[config.mk]
export PLATFORM = sky130hd
export DESIGN_NAME = max_frame_ctrl_flat
export DESIGN_NICKNAME = d
export VERILOG_FILES = /design/src/rtl/max_frame_ctrl_if.sv /design/src/rtl/max_frame_ctrl.sv /design/src/flat_wrapper.sv
export SDC_FILE = /design/constraint.sdc
export NUM_CORES = 1
export LEC_CHECK = 0
export ABC_AREA = 1
export CAP_MARGIN = 20
export CORE_MARGIN = 3
export CORE_UTILIZATION = 52
export DETAILED_ROUTE_END_ITERATION = 10
export PLACE_DENSITY = 0.83
export SYNTH_ARGS = -nofsm -noshare
export SYNTH_HDL_FRONTEND = slang
export SYNTH_SLANG_ARGS = --single-unit
[constraint.sdc]
create_clock -name clk -period 2.85 [get_ports clk]
set_clock_uncertainty 0.2 [all_clocks]
set_input_delay 0.57 -clock clk [delete_from_list [all_inputs] [get_ports clk]]
set_output_delay 0.57 -clock clk [all_outputs]
set_load 0.02 [all_outputs]
[src/rtl/max_frame_ctrl_if.sv]
// Sample-in / result-out bundle for max_frame_ctrl.
// Handshake: a sample transfers on a rising edge where dataValid and dataReady are both high;
// dataReady is a registered-state decode and never looks at dataValid, and the source may hold
// or withdraw dataValid freely because the block waits indefinitely.
interface max_frame_ctrl_if;
  logic       start;
  logic [3:0] dataIn;
  logic       dataValid;
  logic       dataReady;
  logic [3:0] maxValue;
  logic [3:0] maxIndex;
  logic       busy;
  logic       done;

  modport master (
    output start, dataIn, dataValid,
    input  dataReady, maxValue, maxIndex, busy, done
  );

  modport slave (
    input  start, dataIn, dataValid,
    output dataReady, maxValue, maxIndex, busy, done
  );
endinterface

[src/rtl/max_frame_ctrl.sv]
// Frame maximum finder: after start, accepts COUNT 4-bit samples and reports the largest value
// together with the 0-based position of its first occurrence, then pulses done for one cycle.
module max_frame_ctrl #(
  parameter int unsigned COUNT = 8
) (
  input  logic                 clk,
  input  logic                 reset,
  max_frame_ctrl_if.slave      bus,
  output logic [1:0]           dbg_state
);

  typedef enum logic [1:0] {
    IDLE    = 2'd0,
    COLLECT = 2'd1,
    DONE    = 2'd2
  } state_t;

  localparam logic [4:0] LAST_CNT = 5'(COUNT - 1);

  state_t     state, state_nxt;
  logic [4:0] cnt;
  logic [3:0] max_q;
  logic [3:0] idx_q;
  logic       restart;
  logic       accept;
  logic       last;
  logic       gt;
  logic       ready_c;
  logic       busy_c;
  logic       done_c;

  // Magnitude compare built from per-bit equality, MSB first, so no carry chain is involved.
  function automatic logic gt4(input logic [3:0] a, input logic [3:0] b);
    logic [3:0] eq;
    eq = ~(a ^ b);
    return (a[3] & ~b[3])
         | (eq[3] & a[2] & ~b[2])
         | (eq[3] & eq[2] & a[1] & ~b[1])
         | (eq[3] & eq[2] & eq[1] & a[0] & ~b[0]);
  endfunction

  assign gt   = gt4(bus.dataIn, max_q);
  assign last = (cnt == LAST_CNT);

  always_ff @(posedge clk or posedge reset) begin
    if (reset) state <= IDLE;
    else       state <= state_nxt;
  end

  always_comb begin
    state_nxt = state;
    restart   = 1'b0;
    accept    = 1'b0;
    ready_c   = 1'b0;
    busy_c    = 1'b0;
    done_c    = 1'b0;
    case (state)
      IDLE: begin
        if (bus.start) begin
          restart   = 1'b1;
          state_nxt = COLLECT;
        end
      end
      COLLECT: begin
        ready_c = 1'b1;
        busy_c  = 1'b1;
        if (bus.dataValid) begin
          accept = 1'b1;
          if (last) state_nxt = DONE;
        end
      end
      DONE: begin
        done_c = 1'b1;
        if (bus.start) begin
          restart   = 1'b1;
          state_nxt = COLLECT;
        end else begin
          state_nxt = IDLE;
        end
      end
      default: state_nxt = IDLE;
    endcase
  end

  // The first sample of a frame always loads, so an all-zero frame still reports index 0.
  always_ff @(posedge clk or posedge reset) begin
    if (reset) begin
      cnt   <= 5'd0;
      max_q <= 4'd0;
      idx_q <= 4'd0;
    end else if (restart) begin
      cnt   <= 5'd0;
      max_q <= 4'd0;
      idx_q <= 4'd0;
    end else if (accept) begin
      if (cnt == 5'd0 || gt) begin
        max_q <= bus.dataIn;
        idx_q <= cnt[3:0];
      end
      cnt <= cnt + 5'd1;
    end
  end

  assign bus.dataReady = ready_c;
  assign bus.busy      = busy_c;
  assign bus.done      = done_c;
  assign bus.maxValue  = max_q;
  assign bus.maxIndex  = idx_q;
  assign dbg_state     = state;

endmodule

[src/flat_wrapper.sv]
// flat-port wrapper written by rule: the top's interface ports become plain ports
module max_frame_ctrl_flat 
#(
  parameter int unsigned COUNT = 8
)
  (clk, reset, dbg_state, bus_start, bus_dataIn, bus_dataValid, bus_dataReady, bus_maxValue, bus_maxIndex, bus_busy, bus_done);
  max_frame_ctrl_if bus_i ();
  input  logic clk;
  input  logic reset;
  output logic [1:0] dbg_state;
  input wire logic [$bits(bus_i.start)-1:0] bus_start;
  input wire logic [$bits(bus_i.dataIn)-1:0] bus_dataIn;
  input wire logic [$bits(bus_i.dataValid)-1:0] bus_dataValid;
  output wire logic [$bits(bus_i.dataReady)-1:0] bus_dataReady;
  output wire logic [$bits(bus_i.maxValue)-1:0] bus_maxValue;
  output wire logic [$bits(bus_i.maxIndex)-1:0] bus_maxIndex;
  output wire logic [$bits(bus_i.busy)-1:0] bus_busy;
  output wire logic [$bits(bus_i.done)-1:0] bus_done;
  assign bus_i.start = bus_start;
  assign bus_i.dataIn = bus_dataIn;
  assign bus_i.dataValid = bus_dataValid;
  assign bus_dataReady = bus_i.dataReady;
  assign bus_maxValue = bus_i.maxValue;
  assign bus_maxIndex = bus_i.maxIndex;
  assign bus_busy = bus_i.busy;
  assign bus_done = bus_i.done;
  max_frame_ctrl #(.COUNT(COUNT)) u_core (.clk(clk), .reset(reset), .bus(bus_i), .dbg_state(dbg_state));
endmodule
Word level (Yosys, flattened, before mapping)
Cells that the tools add are included.
{ "totals": {"out_inout_bits": 13, "ram_bits": 0, "elab_cells": 56, "latchBits": 0, "input_bits": 8, "ff_bits": 15, "mem_count": 0, "romBits": 0} }
{ "classes": {"n_reduce_logical": 8, "n_div": 0, "n_eq_ne": 6, "shifts": 0, "n_mux": 19, "n_addsub": 1, "n_mul": 0, "order_cmp": 0, "bitwise_logic": 18} }
{ "ops": {"columns": ["operator", "count"], "rows": [
  ["$mux W4", 6],
  ["$mux W5", 2],
  ["$and A1 B1 Y1", 9],
  ["$mux W1", 7],
  ["$mux W2", 3],
  ["$pmux W2 S3", 1],
  ["$add A5 B1 Y5 const B", 1],
  ["$eq A5 B3 Y1 const B", 1],
  ["$logic_not A5 Y1", 1],
  ["$ne A2 B2 Y1 const B", 2],
  ["$not A1 Y1", 4],
  ["$not A4 Y4", 1],
  ["$reduce_bool A2 Y1", 2],
  ["$xor A4 B4 Y4", 1],
  ["$or A1 B1 Y1", 3],
  ["$reduce_and A3 Y1", 1],
  ["$eq A2 B1 Y1 const B", 1],
  ["$eq A2 B2 Y1 const B", 1],
  ["$logic_not A2 Y1", 1],
  ["$ne A2 B1 Y1 const B", 1],
  ["$reduce_and A2 Y1", 1],
  ["$reduce_or A2 Y1", 1],
  ["$logic_or A1 B1 Y1", 1]
]} }

Longest topological paths before layout
{ "logic_depth": {"ltp_word": 11, "depth_mapped": 10, "ltp_nobuf": 10} }

Least setup slack after synthesis
Ideal clock, no wire load.
{ "synth_path": {"kind": "register -> output", "from": "register u_core.state[0] (netlist: u_core.dbg_state[0])", "to": "output port bus_dataReady", "arrival_ns": 0.992, "stages_incl_launch_ff": 4, "setup_slack_ns": 1.088, "required_ns": 2.080, "n_path_buf": 1, "path_cell_list": "dfrtp_1 -> inv_2 -> nor2_4 -> buf_4"} }
{ "synth_between": {"elab_chain_cells": 2} }
{ "synth_rtl": {"columns": ["element", "line", "source"], "rows": [
  ["from (decl)", "max_frame_ctrl.sv:20", "state_t state, state_nxt;"],
  ["from (signal assigned)", "max_frame_ctrl.sv:47", "else state <= state_nxt;"],
  ["$eq A2 B1 Y1", null, null],
  ["$mux W1", null, null],
  ["to (decl)", "flat_wrapper.sv:14", "output wire logic [$bits(bus_i.dataReady)-1:0] bus_dataReady;"]
]} }
No other way between the ends.

Worst setup path in the final report
{ "layout_path": {"from": "register u_core.state[0] (netlist: u_core.dbg_state[0])", "to": "output port bus_busy"} }
{ "layout_between": {"elab_chain_cells": 2} }
{ "layout_rtl": {"columns": ["element", "line", "source"], "rows": [
  ["$eq A2 B1 Y1", "max_frame_ctrl.sv:57", "case (state)"],
  ["$mux W1", "max_frame_ctrl.sv:57", null],
  ["to (decl)", "flat_wrapper.sv:17", "output wire logic [$bits(bus_i.busy)-1:0] bus_busy;"]
]} }
No other way between the ends.

==> results.tsv <==
stage	metric	value	unit
status	outcome	finished clean	
power_and_ir_drop	NetSw	535	uW
clock_network	Hold Buf Count CTS	0	
die	die area	0.00230	mm^2
die	Std-Cell Core Area	0.00158	mm^2
power_and_ir_drop	Sw Ratio	45.9	%
worst_hold_path	cell count of the worst hold path	2	
clock_network	CTS clk-pin slew, worst paths	0.09	ns
layout	leading cell types in the layout, fill and taps excluded	29 x nand2_1, 20 x clkdlybuf4s50_1, 15 x inv_1, 15 x dfrtp_1	
logic_synthesis	Yosys cell types	19	
global_routing	largest net degree at the start of global routing	16	
logic_synthesis	syn_nets	122	
timing	minimum clock period	2.34	ns
detailed_routing	Post-DRT Antenna Nets	0	
timing	unrepaired setup endpoints after global routing	no	
clock_network	clock buffer count from CTS	3	
power_and_ir_drop	Clk network pwr share	10.7	%
worst_setup_path	CP startpoint kind	register	
clock_network	H-tree Lvls	1	
logic_synthesis	Synth Register Bits	15	
detailed_routing	initial DRC count	16	
worst_hold_path	Hold Crit Class	reg2reg	
power_and_ir_drop	Internal	631	uW
logic_synthesis	share of the synthesized area in the top cell type	41.0	%
worst_setup_path	Critical path origin	u_core.dbg_state[0]	
layout	leading cell type in the layout, fill and taps excluded	nand2_1	
detailed_routing	DRC	0	
global_routing	global-route wire length before repair	2880	um
power_and_ir_drop	Flop pwr share	31.0	%
job	max_cap viols	0	
layout	layout cells sized above 1	12.0	%
clock_network	clock latency on the worst-skew pair	0.28	ns
detailed_routing	router iterations before antenna repair	5	
power_and_ir_drop	VDD IR-drop max	0.562	mV
worst_setup_path	WP data arrival	1.57	ns
logic_synthesis	Synth Warn #	0	
worst_hold_path	Worst Hold Path EP	u_core.bus.maxIndex[1]	
worst_setup_path	worst-path fanout max	5	
timing	fin crit share	82.1	%
clock_network	CTS Buffer Depth	2	
clock_network	postcts setup bufs	0	
clock_network	CTS tree	built	
worst_setup_path	R2R depth	8	
layout	# nets final	145	
place	Placer Congestion	0.843	
power_and_ir_drop	LEAKAGE	0.000573	uW
worst_setup_path	Worst Path Required	2.08	ns
timing	Slew HR	60.7	%
worst_hold_path	HP Start	u_core.bus.maxIndex[1]	
worst_setup_path	worst r2r src	u_core.bus.maxValue[3]	
detailed_routing	WL final	1810	um
detailed_routing	drt wl/cell	12.1	um
die	Cell Rows	14	
layout	area delta synth->final	24.9	%
global_routing	total gr overflow	0	
logic_synthesis	sequential cell area fraction in the yosys report	41.0	%
detailed_routing	vias	762	
layout	fin area	0.00114	mm^2
clock_network	clk sink count	15	
clock_network	Root Driver	clkbuf_4	
layout	Antenna Diode Count	0	
die	die height	47.9	um
die	initial core utilization	58.0	%
logic_synthesis	Mapped Area	915	um^2
clock_network	post-CTS resize count	0	
place	Detailed Place HPWL	1400	um
worst_setup_path	WS Path Type	reg2out	
die	Die X	47.9	um
place	area post-placement	0.00112	mm^2
logic_synthesis	synth top area cells	dfrtp_1 41%, nand2_1 12%, nand2_8 8.8%	
global_routing	initial antenna violation count	0	
timing	FMAX	427	MHz
worst_setup_path	CP Capture Type	output pin	
timing	Least-Margin Pin Slew	0.589	ns
logic_synthesis	Post-Synthesis Cells	111	
worst_setup_path	Critical R2R Capture	u_core.bus.maxValue[2]	
timing	Final setup violation count	0	
worst_setup_path	R2R Setup Slk	1.17	ns
global_routing	vias in the first global route	718	
logic_synthesis	Synth area leader	dfrtp_1	
power_and_ir_drop	Comb power frac	58.3	%
timing	fin. max-slew vios	0	
global_routing	gr usage total	18.0	%
detailed_routing	Via density	5.11	
timing	Hold Violations, Final	0	
power_and_ir_drop	power density over cell area	1020	mW/mm^2
logic_synthesis	post-synthesis average cell area	8.24	um^2
timing	Setup Total Neg Slack	0	ns
die	top-level I/O count	21	
place	port bufs	20	
==> worst max-delay path, cell delays in order, from the launching register on <==
cell,delay (ns)
dfrtp_1,0.39
inv_2,0.09
nor2_4,0.17
clkdlybuf4s50_1,0.64
==> registers in the layout, indices dropped and copies added, names as in the netlist <==
signal / count
u_core.cnt: 5
u_core.bus.maxIndex: 4
u_core.bus.maxValue: 4
u_core.dbg_state: 2
==> routing by layer <==
layer | GRT usage [%] | share of wire (%)
met1 | 22.4 | 43
met2 | 31.1 | 51
met3 | 3.38 | 5.0
met4 | 5.91 | 0.83
met5 | 0 | 0
==> cells by family after synthesis <==
group                      count (synthesis)  synth area share, %
buffers and inverters                     19                 9.03
and+or+nand+nor                           67                 41.4
adders and majority gates                  3                 4.10
AOI/OAI and AO/OA                          7                 4.38
DFF                                       15                 41.0
==> power by group through the flow <==
stage	logic, uW	clock network [uW]	registers [uW]
finish	680	125	361
global route	750	136	371
CTS	685	129	360
detailed placement	683	0	364
global placement	660	0	362
floorplan	417	0	423
==> synth_stat cells <==
cell type and instances:
a211oi_1 1, a21boi_0 1, a21oi_1 2, buf_4 1
buf_6 1, dfrtp_1 15, ha_1 3, inv_1 15
inv_2 2, nand2_1 29, nand2_4 2, nand2_8 4
nand3_1 13, nor2_1 13, nor2_2 1, nor2_4 3
nor3_1 1, o21ai_0 3, or2_4 1
==> through the flow <==
step | hold slack, ns | power (uW) | worst slack, ns | util, % | instances
after floorplan | 0.271 | 840 | 1.09 | - | 111
after global placement | 0.262 | 1020 | 0.670 | 70.8 | 145
after detailed placement | 0.265 | 1050 | 0.583 | 70.8 | 145
after CTS | 0.292 | 1170 | 0.490 | 72.5 | 149
after global routing | 0.319 | 1260 | 0.434 | 72.5 | 149
final | 0.284 | 1170 | 0.510 | 72.5 | 149
==> worst max-delay path by stage <==
stage	to	cells after the start
6_report	bus_busy	3
5_1_grt	bus_busy	3
4_1_cts	bus_busy	3
2_1_floorplan	bus_dataReady	3
3_5_place_dp	u_core.bus.maxValue[2]	8
3_3_place_gp	u_core.bus.maxValue[1]	8
==> area by class of cell <==
class                   instances  area [um^2]
inverters                      17         63.8
fillers                       106          434
repair buffers                 20          200
multi-input cells              77          457
clock buffers                   4         26.3
flip-flops and latches         15          375
well taps                      16         20.0
(Power assumes the default switching activity.)
